===== src/rtl/aes_pkg.sv =====
// Shared AES-128 definitions: widths, round-key slot type, Rcon table,
// key-expansion state encoding and the RotWord helper.
package aes_pkg;

   localparam int AES_NR    = 10;
   localparam int AES_KEY_W = 128;
   localparam int RK_BUS_W  = AES_KEY_W * (AES_NR + 1);

   typedef logic [AES_KEY_W-1:0] round_key_t;
   typedef logic [31:0]          word_t;
   typedef logic [3:0]           round_idx_t;

   localparam round_idx_t LAST_ROUND = 4'(AES_NR);

   typedef enum logic [1:0] {
      ST_IDLE,
      ST_BUSY,
      ST_DONE
   } kx_state_t;

   // Entry 0 is unused by the schedule; it is the value seen outside BUSY.
   localparam logic [7:0] RCON [0:AES_NR] = '{
      8'h00, 8'h01, 8'h02, 8'h04, 8'h08, 8'h10,
      8'h20, 8'h40, 8'h80, 8'h1b, 8'h36
   };

   // Cyclic left rotation by one byte: {a,b,c,d} -> {b,c,d,a}.
   function automatic word_t rot_word(input word_t w);
      return {w[23:0], w[31:24]};
   endfunction

endpackage


===== src/rtl/aes_sbox.sv =====
// Combinational AES forward S-box, one byte in, one byte out.
module aes_sbox (
   input  logic [7:0] value,
   output logic [7:0] subst
);

   localparam logic [7:0] SBOX [0:255] = '{
      8'h63, 8'h7c, 8'h77, 8'h7b, 8'hf2, 8'h6b, 8'h6f, 8'hc5, 8'h30, 8'h01, 8'h67, 8'h2b, 8'hfe, 8'hd7, 8'hab, 8'h76,
      8'hca, 8'h82, 8'hc9, 8'h7d, 8'hfa, 8'h59, 8'h47, 8'hf0, 8'had, 8'hd4, 8'ha2, 8'haf, 8'h9c, 8'ha4, 8'h72, 8'hc0,
      8'hb7, 8'hfd, 8'h93, 8'h26, 8'h36, 8'h3f, 8'hf7, 8'hcc, 8'h34, 8'ha5, 8'he5, 8'hf1, 8'h71, 8'hd8, 8'h31, 8'h15,
      8'h04, 8'hc7, 8'h23, 8'hc3, 8'h18, 8'h96, 8'h05, 8'h9a, 8'h07, 8'h12, 8'h80, 8'he2, 8'heb, 8'h27, 8'hb2, 8'h75,
      8'h09, 8'h83, 8'h2c, 8'h1a, 8'h1b, 8'h6e, 8'h5a, 8'ha0, 8'h52, 8'h3b, 8'hd6, 8'hb3, 8'h29, 8'he3, 8'h2f, 8'h84,
      8'h53, 8'hd1, 8'h00, 8'hed, 8'h20, 8'hfc, 8'hb1, 8'h5b, 8'h6a, 8'hcb, 8'hbe, 8'h39, 8'h4a, 8'h4c, 8'h58, 8'hcf,
      8'hd0, 8'hef, 8'haa, 8'hfb, 8'h43, 8'h4d, 8'h33, 8'h85, 8'h45, 8'hf9, 8'h02, 8'h7f, 8'h50, 8'h3c, 8'h9f, 8'ha8,
      8'h51, 8'ha3, 8'h40, 8'h8f, 8'h92, 8'h9d, 8'h38, 8'hf5, 8'hbc, 8'hb6, 8'hda, 8'h21, 8'h10, 8'hff, 8'hf3, 8'hd2,
      8'hcd, 8'h0c, 8'h13, 8'hec, 8'h5f, 8'h97, 8'h44, 8'h17, 8'hc4, 8'ha7, 8'h7e, 8'h3d, 8'h64, 8'h5d, 8'h19, 8'h73,
      8'h60, 8'h81, 8'h4f, 8'hdc, 8'h22, 8'h2a, 8'h90, 8'h88, 8'h46, 8'hee, 8'hb8, 8'h14, 8'hde, 8'h5e, 8'h0b, 8'hdb,
      8'he0, 8'h32, 8'h3a, 8'h0a, 8'h49, 8'h06, 8'h24, 8'h5c, 8'hc2, 8'hd3, 8'hac, 8'h62, 8'h91, 8'h95, 8'he4, 8'h79,
      8'he7, 8'hc8, 8'h37, 8'h6d, 8'h8d, 8'hd5, 8'h4e, 8'ha9, 8'h6c, 8'h56, 8'hf4, 8'hea, 8'h65, 8'h7a, 8'hae, 8'h08,
      8'hba, 8'h78, 8'h25, 8'h2e, 8'h1c, 8'ha6, 8'hb4, 8'hc6, 8'he8, 8'hdd, 8'h74, 8'h1f, 8'h4b, 8'hbd, 8'h8b, 8'h8a,
      8'h70, 8'h3e, 8'hb5, 8'h66, 8'h48, 8'h03, 8'hf6, 8'h0e, 8'h61, 8'h35, 8'h57, 8'hb9, 8'h86, 8'hc1, 8'h1d, 8'h9e,
      8'he1, 8'hf8, 8'h98, 8'h11, 8'h69, 8'hd9, 8'h8e, 8'h94, 8'h9b, 8'h1e, 8'h87, 8'he9, 8'hce, 8'h55, 8'h28, 8'hdf,
      8'h8c, 8'ha1, 8'h89, 8'h0d, 8'hbf, 8'he6, 8'h42, 8'h68, 8'h41, 8'h99, 8'h2d, 8'h0f, 8'hb0, 8'h54, 8'hbb, 8'h16
   };

   assign subst = SBOX[value];

endmodule


===== src/rtl/key_expansion.sv =====
// AES-128 key schedule: one round key per clock, 11 round keys held on a
// flat 1408-bit bus. Optional combinational round-key read port enabled by
// the KEY_EXPANSION_RDPORT_EN macro.
module key_expansion
   import aes_pkg::*;
(
   input  logic                 iClk,
   input  logic                 iRst,
   input  logic                 iKeyValid,
   input  logic [AES_KEY_W-1:0] iKey,
`ifdef KEY_EXPANSION_RDPORT_EN
   input  logic [3:0]           iRoundSel,
   output logic [AES_KEY_W-1:0] oRoundKey,
`endif
   output logic [RK_BUS_W-1:0]  oRoundKeys,
   output logic                 oBusy,
   output logic                 oValid
);

   kx_state_t  state, state_next;
   round_idx_t round;
   round_idx_t prev_idx;
   round_key_t slots [0:AES_NR];
   round_key_t prev_key, next_key;
   word_t      w0, w1, w2, w3;
   word_t      n0, n1, n2, n3;
   word_t      rot, sub, temp;
   logic [7:0] rcon_byte;

   // Select the previous slot and the round constant for the current round.
   always_comb begin
      prev_idx = round - 4'd1;
      if (prev_idx > LAST_ROUND) prev_idx = '0;
      prev_key  = slots[prev_idx];
      rcon_byte = (round <= LAST_ROUND) ? RCON[round] : 8'h00;
   end

   assign {w0, w1, w2, w3} = prev_key;
   assign rot = rot_word(w3);

   for (genvar b = 0; b < 4; b++) begin : g_subword
      aes_sbox u_sbox (
         .value (rot[8*b +: 8]),
         .subst (sub[8*b +: 8])
      );
   end

   // Round function: chained XOR of the previous words with the core temp word.
   always_comb begin
      temp     = sub ^ {rcon_byte, 24'h0};
      n0       = w0 ^ temp;
      n1       = w1 ^ n0;
      n2       = w2 ^ n1;
      n3       = w3 ^ n2;
      next_key = {n0, n1, n2, n3};
   end

   // State register with synchronous reset.
   always_ff @(posedge iClk) begin
      if (iRst) state <= ST_IDLE;
      else      state <= state_next;
   end

   // Next-state logic: a key strobe always (re)starts; BUSY ends after slot 10.
   always_comb begin
      state_next = state;
      if (iKeyValid) begin
         state_next = ST_BUSY;
      end else begin
         case (state)
            ST_BUSY: if (round == LAST_ROUND) state_next = ST_DONE;
            default: state_next = state;
         endcase
      end
   end

   // Slot array and round counter. Reset has priority over a key strobe.
   // NOTE: the slot array is explicitly cleared on reset because consumers can
   // observe the bus at any time; this keeps the storage in resettable flops.
   always_ff @(posedge iClk) begin
      if (iRst) begin
         for (int i = 0; i <= AES_NR; i++) slots[i] <= '0;
         round <= '0;
      end else if (iKeyValid) begin
         slots[0] <= iKey;
         for (int i = 1; i <= AES_NR; i++) slots[i] <= '0;
         round <= 4'd1;
      end else if (state == ST_BUSY) begin
         slots[round] <= next_key;
         round        <= round + 4'd1;
      end
   end

   assign oBusy  = (state == ST_BUSY);
   assign oValid = (state == ST_DONE);

   for (genvar g = 0; g <= AES_NR; g++) begin : g_flat
      assign oRoundKeys[AES_KEY_W*g +: AES_KEY_W] = slots[g];
   end

`ifdef KEY_EXPANSION_RDPORT_EN
   // Combinational read port; selectors beyond the last round read zero.
   always_comb begin
      oRoundKey = '0;
      if (iRoundSel <= LAST_ROUND) oRoundKey = slots[iRoundSel];
   end
`endif

endmodule


===== config.mk =====
export PLATFORM = sky130hd
export DESIGN_NAME = key_expansion
export DESIGN_NICKNAME = d
export VERILOG_FILES = /design/src/rtl/aes_pkg.sv /design/src/rtl/aes_sbox.sv /design/src/rtl/key_expansion.sv
export SDC_FILE = /design/constraint.sdc
export NUM_CORES = 2
export LEC_CHECK = 0
export CORE_AREA = 5 5 594 596
export CTS_BUF_LIST = sky130_fd_sc_hd__clkbuf_4
export DETAILED_ROUTE_END_ITERATION = 10
export DIE_AREA = 0 0 599 601
export PLACE_DENSITY = 0.51
export SYNTH_ARGS = -nofsm -noshare
export SYNTH_HDL_FRONTEND = slang
export SYNTH_SLANG_ARGS = --single-unit

===== constraint.sdc =====
create_clock -name iClk -period 17.84 [get_ports iClk]
set_clock_uncertainty 0.15 [all_clocks]
set_input_delay 3.568 -clock iClk [delete_from_list [all_inputs] [get_ports iClk]]
set_output_delay 3.568 -clock iClk [all_outputs]
set_load 0.01 [all_outputs]

Word-level counts from Yosys, hierarchy flattened --
Memories as Yosys holds them, arrays and structs flattened. Cells that the tools add are included.
Word-level totals: memories kept 6, bits of input ports 131, bits in read-only memories 8320, bits in registers 6, output and inout port bits 1410, logic and storage cells 89, RAM bits 1408
Memory list:
- (name not given) | words 256, bits a word 8, read ports 1, clocked after Yosys merged registers in 0, write ports 0, line aes_sbox.sv:26 | assign subst = SBOX[value];
- (name not given) | words 256, bits a word 8, read ports 1, clocked after Yosys merged registers in 0, write ports 0, line aes_sbox.sv:26
- (name not given) | words 256, bits a word 8, read ports 1, clocked after Yosys merged registers in 0, write ports 0, line aes_sbox.sv:26
- (name not given) | words 256, bits a word 8, read ports 1, clocked after Yosys merged registers in 0, write ports 0, line aes_sbox.sv:26
- slots | words 11, bits a word 128, read ports 12, clocked after Yosys merged registers in 0, write ports 11, line key_expansion.sv:23 | round_key_t slots [0:AES_NR];
- (name not given) | words 16, bits a word 8, read ports 1, clocked after Yosys merged registers in 0, write ports 0, line key_expansion.sv:35 | rcon_byte = (round <= LAST_ROUND) ? RCON[round] : 8'h00;
Operators by class: reduce and logical (&&, ||, !) cells 6, mux-type cells 40, $lt $le $gt $ge 7, equal/unequal tests 3, bitwise operators 21, $add $sub $neg 2
Operator list (count):
- 128-bit two-way mux | 12
- 32-bit bitwise XOR | 5
- 128-bit OR reduction | 1
- 8-bit two-way mux | 11
- 9-bit >= comparator (second input constant) | 4
- 8-bit inverter with 9-bit output | 4
- 1-bit two-way mux | 15
- 1-bit OR | 11
- 4-bit two-way mux | 2
- 5-bit >= comparator (second input constant) | 1
- 4-bit inverter with 5-bit output | 1
- 4-bit by 1-bit adder with 4-bit output (second input constant) | 1
- 4-bit equality test (second input constant) | 1
- 4-bit greater-than comparator (second input constant) | 1
- 4-bit less-or-equal comparator (second input constant) | 1
- 2-bit AND reduction | 2
- 2-bit nonzero test | 2
- 4-bit by 1-bit subtractor with 4-bit output (second input constant) | 1
- 2-bit by 1-bit equality test with 1-bit output (second input constant) | 1
- 2-bit equality test (second input constant) | 1
- 2-bit OR reduction | 1

Depth between registers and ports, before layout --
An unclocked memory read counts as a cell.
word-level depth 14, gate-level depth with buffers 41, gate-level depth less buffers 22

Modules after synthesis --
A second synthesis with hierarchy kept.
Unflattened totals: cell total of the unflattened synthesis 8862, area, all modules 97743.7 um^2
By module, submodules not included:
- key_expansion | times used 1, area an instance 84823.9 um^2, cells an instance 6765, sequential area each 57895.5 um^2
- aes_sbox at g_subword[1].u_sbox ... | times used 2, area an instance 3103.0 um^2, cells an instance 510, sequential area each 0.0 um^2
- aes_sbox at g_subword[0].u_sbox | times used 1, area an instance 3534.6 um^2, cells an instance 570, sequential area each 0.0 um^2
- aes_sbox at g_subword[3].u_sbox | times used 1, area an instance 3179.3 um^2, cells an instance 507, sequential area each 0.0 um^2

Worst setup path before layout --
Ideal clock, no wire load.
kind input-to-reg, from input port iKeyValid, to memory slots[11][0] in the netlist's numbering (enable), path buffers 0, stages 3, library setup time 929 ps, data required time 16761 ps, path slack 761 ps, arrival 16000 ps, path through nor2_1 > nand2_1 > nor4_1
RTL lines:
- start: declaration | line key_expansion.sv:9 | input logic iKeyValid,
- end: declaration | line key_expansion.sv:23

==> results.yml <==
logic_synthesis:
  yosysTopAreaCell: "edfxtp_1"
  async_reset_ff_share_pct: 0
  synthDistinctLibCells: 116
  avgSynthCellArea_um2: 10.3
  ys_seq_area_share_pct: 56.6
  synth_top_cells_by_count: "1833 x edfxtp_1, 1590 x nor2_1, 890 x nand2_1"
  synth_edf_count: 1833
  ys.flop_type: "edfxtp_1"
  synthTopCellsByArea: "edfxtp_1 56%, nor2_1 6.1%, nand2_1 3.4%, o21ai_0 3.2%, a21oi_1 2.4%"
  netlist_area_mm2: 0.0974
  synth_cells: 9483
  synth_most_common_cell: "edfxtp_1"
  ys_seq_elements: 1839
  yosys_warnings: 0
  postSynthNetCount: 9676
  synth.top_cell.area_share_pct: 56.5
timing:
  maxSlewViolCount: 0
  maxSlewHeadroom_pct: 2.20
  clock.fmax_ghz: 0.0877
  tightestPinTransition_ns: 1.45
  fin_crit_sh_pct: 63.9
  period_minus_slack_ns: 11.40
  hold_viol: 0
  hold_slack_ns: 0.354
  setup_violations: 0
  rsz0062_at_grt: "false"
  finalSetupTns_ns: 0
run:
  cap_violations: 1
finish:
  finalNetCount: 11200
  areaGrowthSynthToFinish_pct: 28.8
  drive_above_1_share_pct: 13.4
  fill_cells: 35100
worst_setup_path:
  cp_max_fo: 68
  path_class: "register to register"
  worstPathArrival_ns: 12.49
  setup.worst_path.start_class: "register"
  endpoint_kind: "register"
  regToRegSetupSlack_ns: 6.44
  crit_required_ns: 18.93
detailed_routing:
  routed_via_density: 6.13
  firstDrtPassIters: 6
  drtIter0Drc: 14600
  wl_mm: 701
  antenna_left: 0
  wl_per_cell_um: 43.9
  drc: 0
  routed-via-count: 97900
clock_network:
  tritoncts: "done"
  hold_buffers: 0
  cts.sinks: 1839
  post_cts_resized: 0
  cts.clk_slew.worst_paths_ns: 0.07
  clockBufferDepth: 4
  cts_buffers: 534
  clock-root-buffer: "clkbuf_4"
  h-tree-depth: 6
  worstSkewPairLatency_ns: 1.60
  postCtsSetupBuffers: 0
global_routing:
  grt_pass1_vias: 92700
  grt_max_degree: 109
  grt_use_total_pct: 37.1
  antenna_found_initial: 71
  grt_pass1_wl_mm: 910
  grt_overflow: 0
pwr:
  internal_power_mw: 10.1
  switching_power_mw: 10.7
  pwr-share-comb_pct: 52.4
  power_density_mw_per_mm2: 166
  p_leak_nw: 45.6
  p_seq_share_pct: 27.3
  ir_drop_mv: 0.123
  p_clk_share_pct: 20.3
  power.share.switching_pct: 51.4
run_status:
  violations: "capacitance limit"
  status: "finished with violations"
floorplanning:
  dieHeight_um: 601
  rows: 217
  die_area_mm2: 0.360
  ios: 1541
  die_x_um: 599
  initial_utilization_pct: 28.0
  core_mm2: 0.348
placement:
  gp_congestion: 0.967
  dp_hpwl_mm: 499
  port_buffers: 1540
hold_path:
  min_path_type: "register to register"
## path summary, 6_finish.rpt
kind	start	end	depth (start not counted)
setup / recovery	round[0]	slots[11][6]	27
setup reg to reg	round[0]	slots[11][6]	27
hold reg to reg	state[1]	state[1]	2
hold / removal	state[1]	state[1]	2
## flip-flops by register name (all words and copies together) (netlist names)
| name | flops |
|---|---|
| slots | 1833 |
| state | 2 |
| round | 4 |
## cell usage in the layout (no fill, tap or decap), types with 235 or more instances in the layout
cell type           n
o21ai_0           621
buf_4             381
edfxtp_1         1833
clkbuf_4          771
nand2_1           865
a21oi_1           433
nor2_1           1579
nand3_1           317
nor3_1            253
clkdlybuf4s50_1  1540
o211ai_1          235
## area by class of cell
cell class                      instances  area (um2)  share of cell area, %
Timing Repair Buffer                 1928       18400                   14.7
Sequential cell                      1839       55200                   44.0
Antenna cell                           27        67.6                 0.0538
Clock inverter                        134        1050                  0.836
Inverter                              196         749                  0.597
Multi-Input combinational cell       6467       38500                   30.7
Clock buffer                          771        5790                   4.61
Tap cell                             4599        5750                   4.58
## metal layers
metal  vias up  routed length, um  track usage [%]
li1      38700                  -                -
met2      7658             305000             56.1
met4        42              52400             22.5
met3      1490              81200             11.6
met1     50000             261000             46.2
met5         -                240                0
## critical path: stages, from the launching register on
cell      delay, ns
dfxtp_4        0.77
inv_8          0.33
ha_4           0.35
ha_2           0.32
buf_4          0.43
o21bai_4       0.25
buf_4          0.31
buf_4          0.49
a21oi_4        0.05
nor2_2         0.78
o211ai_1       0.21
and3_1         0.27
buf_4          0.25
inv_2          0.47
ha_1           0.66
inv_1          0.35
a41oi_1        0.57
o31ai_1        0.15
a311o_1        0.37
nand3_1        0.10
nand4_1        0.54
xor2_2         1.02
xor2_1         0.22
buf_4          0.27
inv_1          0.09
buf_4          0.22
xnor3_1        0.70
inv_1          0.15
## cell families after synthesis
kind of cell | share of synthesized area, %
simple gates | 15.2
compound gates | 18.0
flops | 56.6
buf+inv | 5.26
xor+xnor | 2.17
mux | 1.98
fa+ha+maj | 0.796
## per-stage QoR
stage | total power, mW | cells | setup slack (ns) | util, % | area (um2)
4_1_cts | 20.6 | 15900 | 6.49 | 36.1 | 125000
6_report | 20.8 | 16000 | 6.44 | 36.1 | 126000
3_5_place_dp | 16.4 | 15000 | 6.63 | 34.1 | 119000
5_1_grt | 21.3 | 15900 | 6.22 | 36.1 | 125000
3_3_place_gp | 16.3 | 15000 | 6.72 | 34.1 | 119000
2_1_floorplan | 10.6 | 9483 | 0.761 | - | 97400
## power by group through the flow
| stage | Combinational (mW) | Clock (mW) | Sequential, mW |
|---|---|---|---|
| 2_1_floorplan | 4.88 | 0 | 5.74 |
| 3_3_place_gp | 10.6 | 0 | 5.76 |
| 3_5_place_dp | 10.6 | 0 | 5.76 |
| 4_1_cts | 10.6 | 4.26 | 5.67 |
| 5_1_grt | 11.1 | 4.50 | 5.68 |
| 6_report | 10.9 | 4.23 | 5.68 |
(Power assumes the default switching activity.)
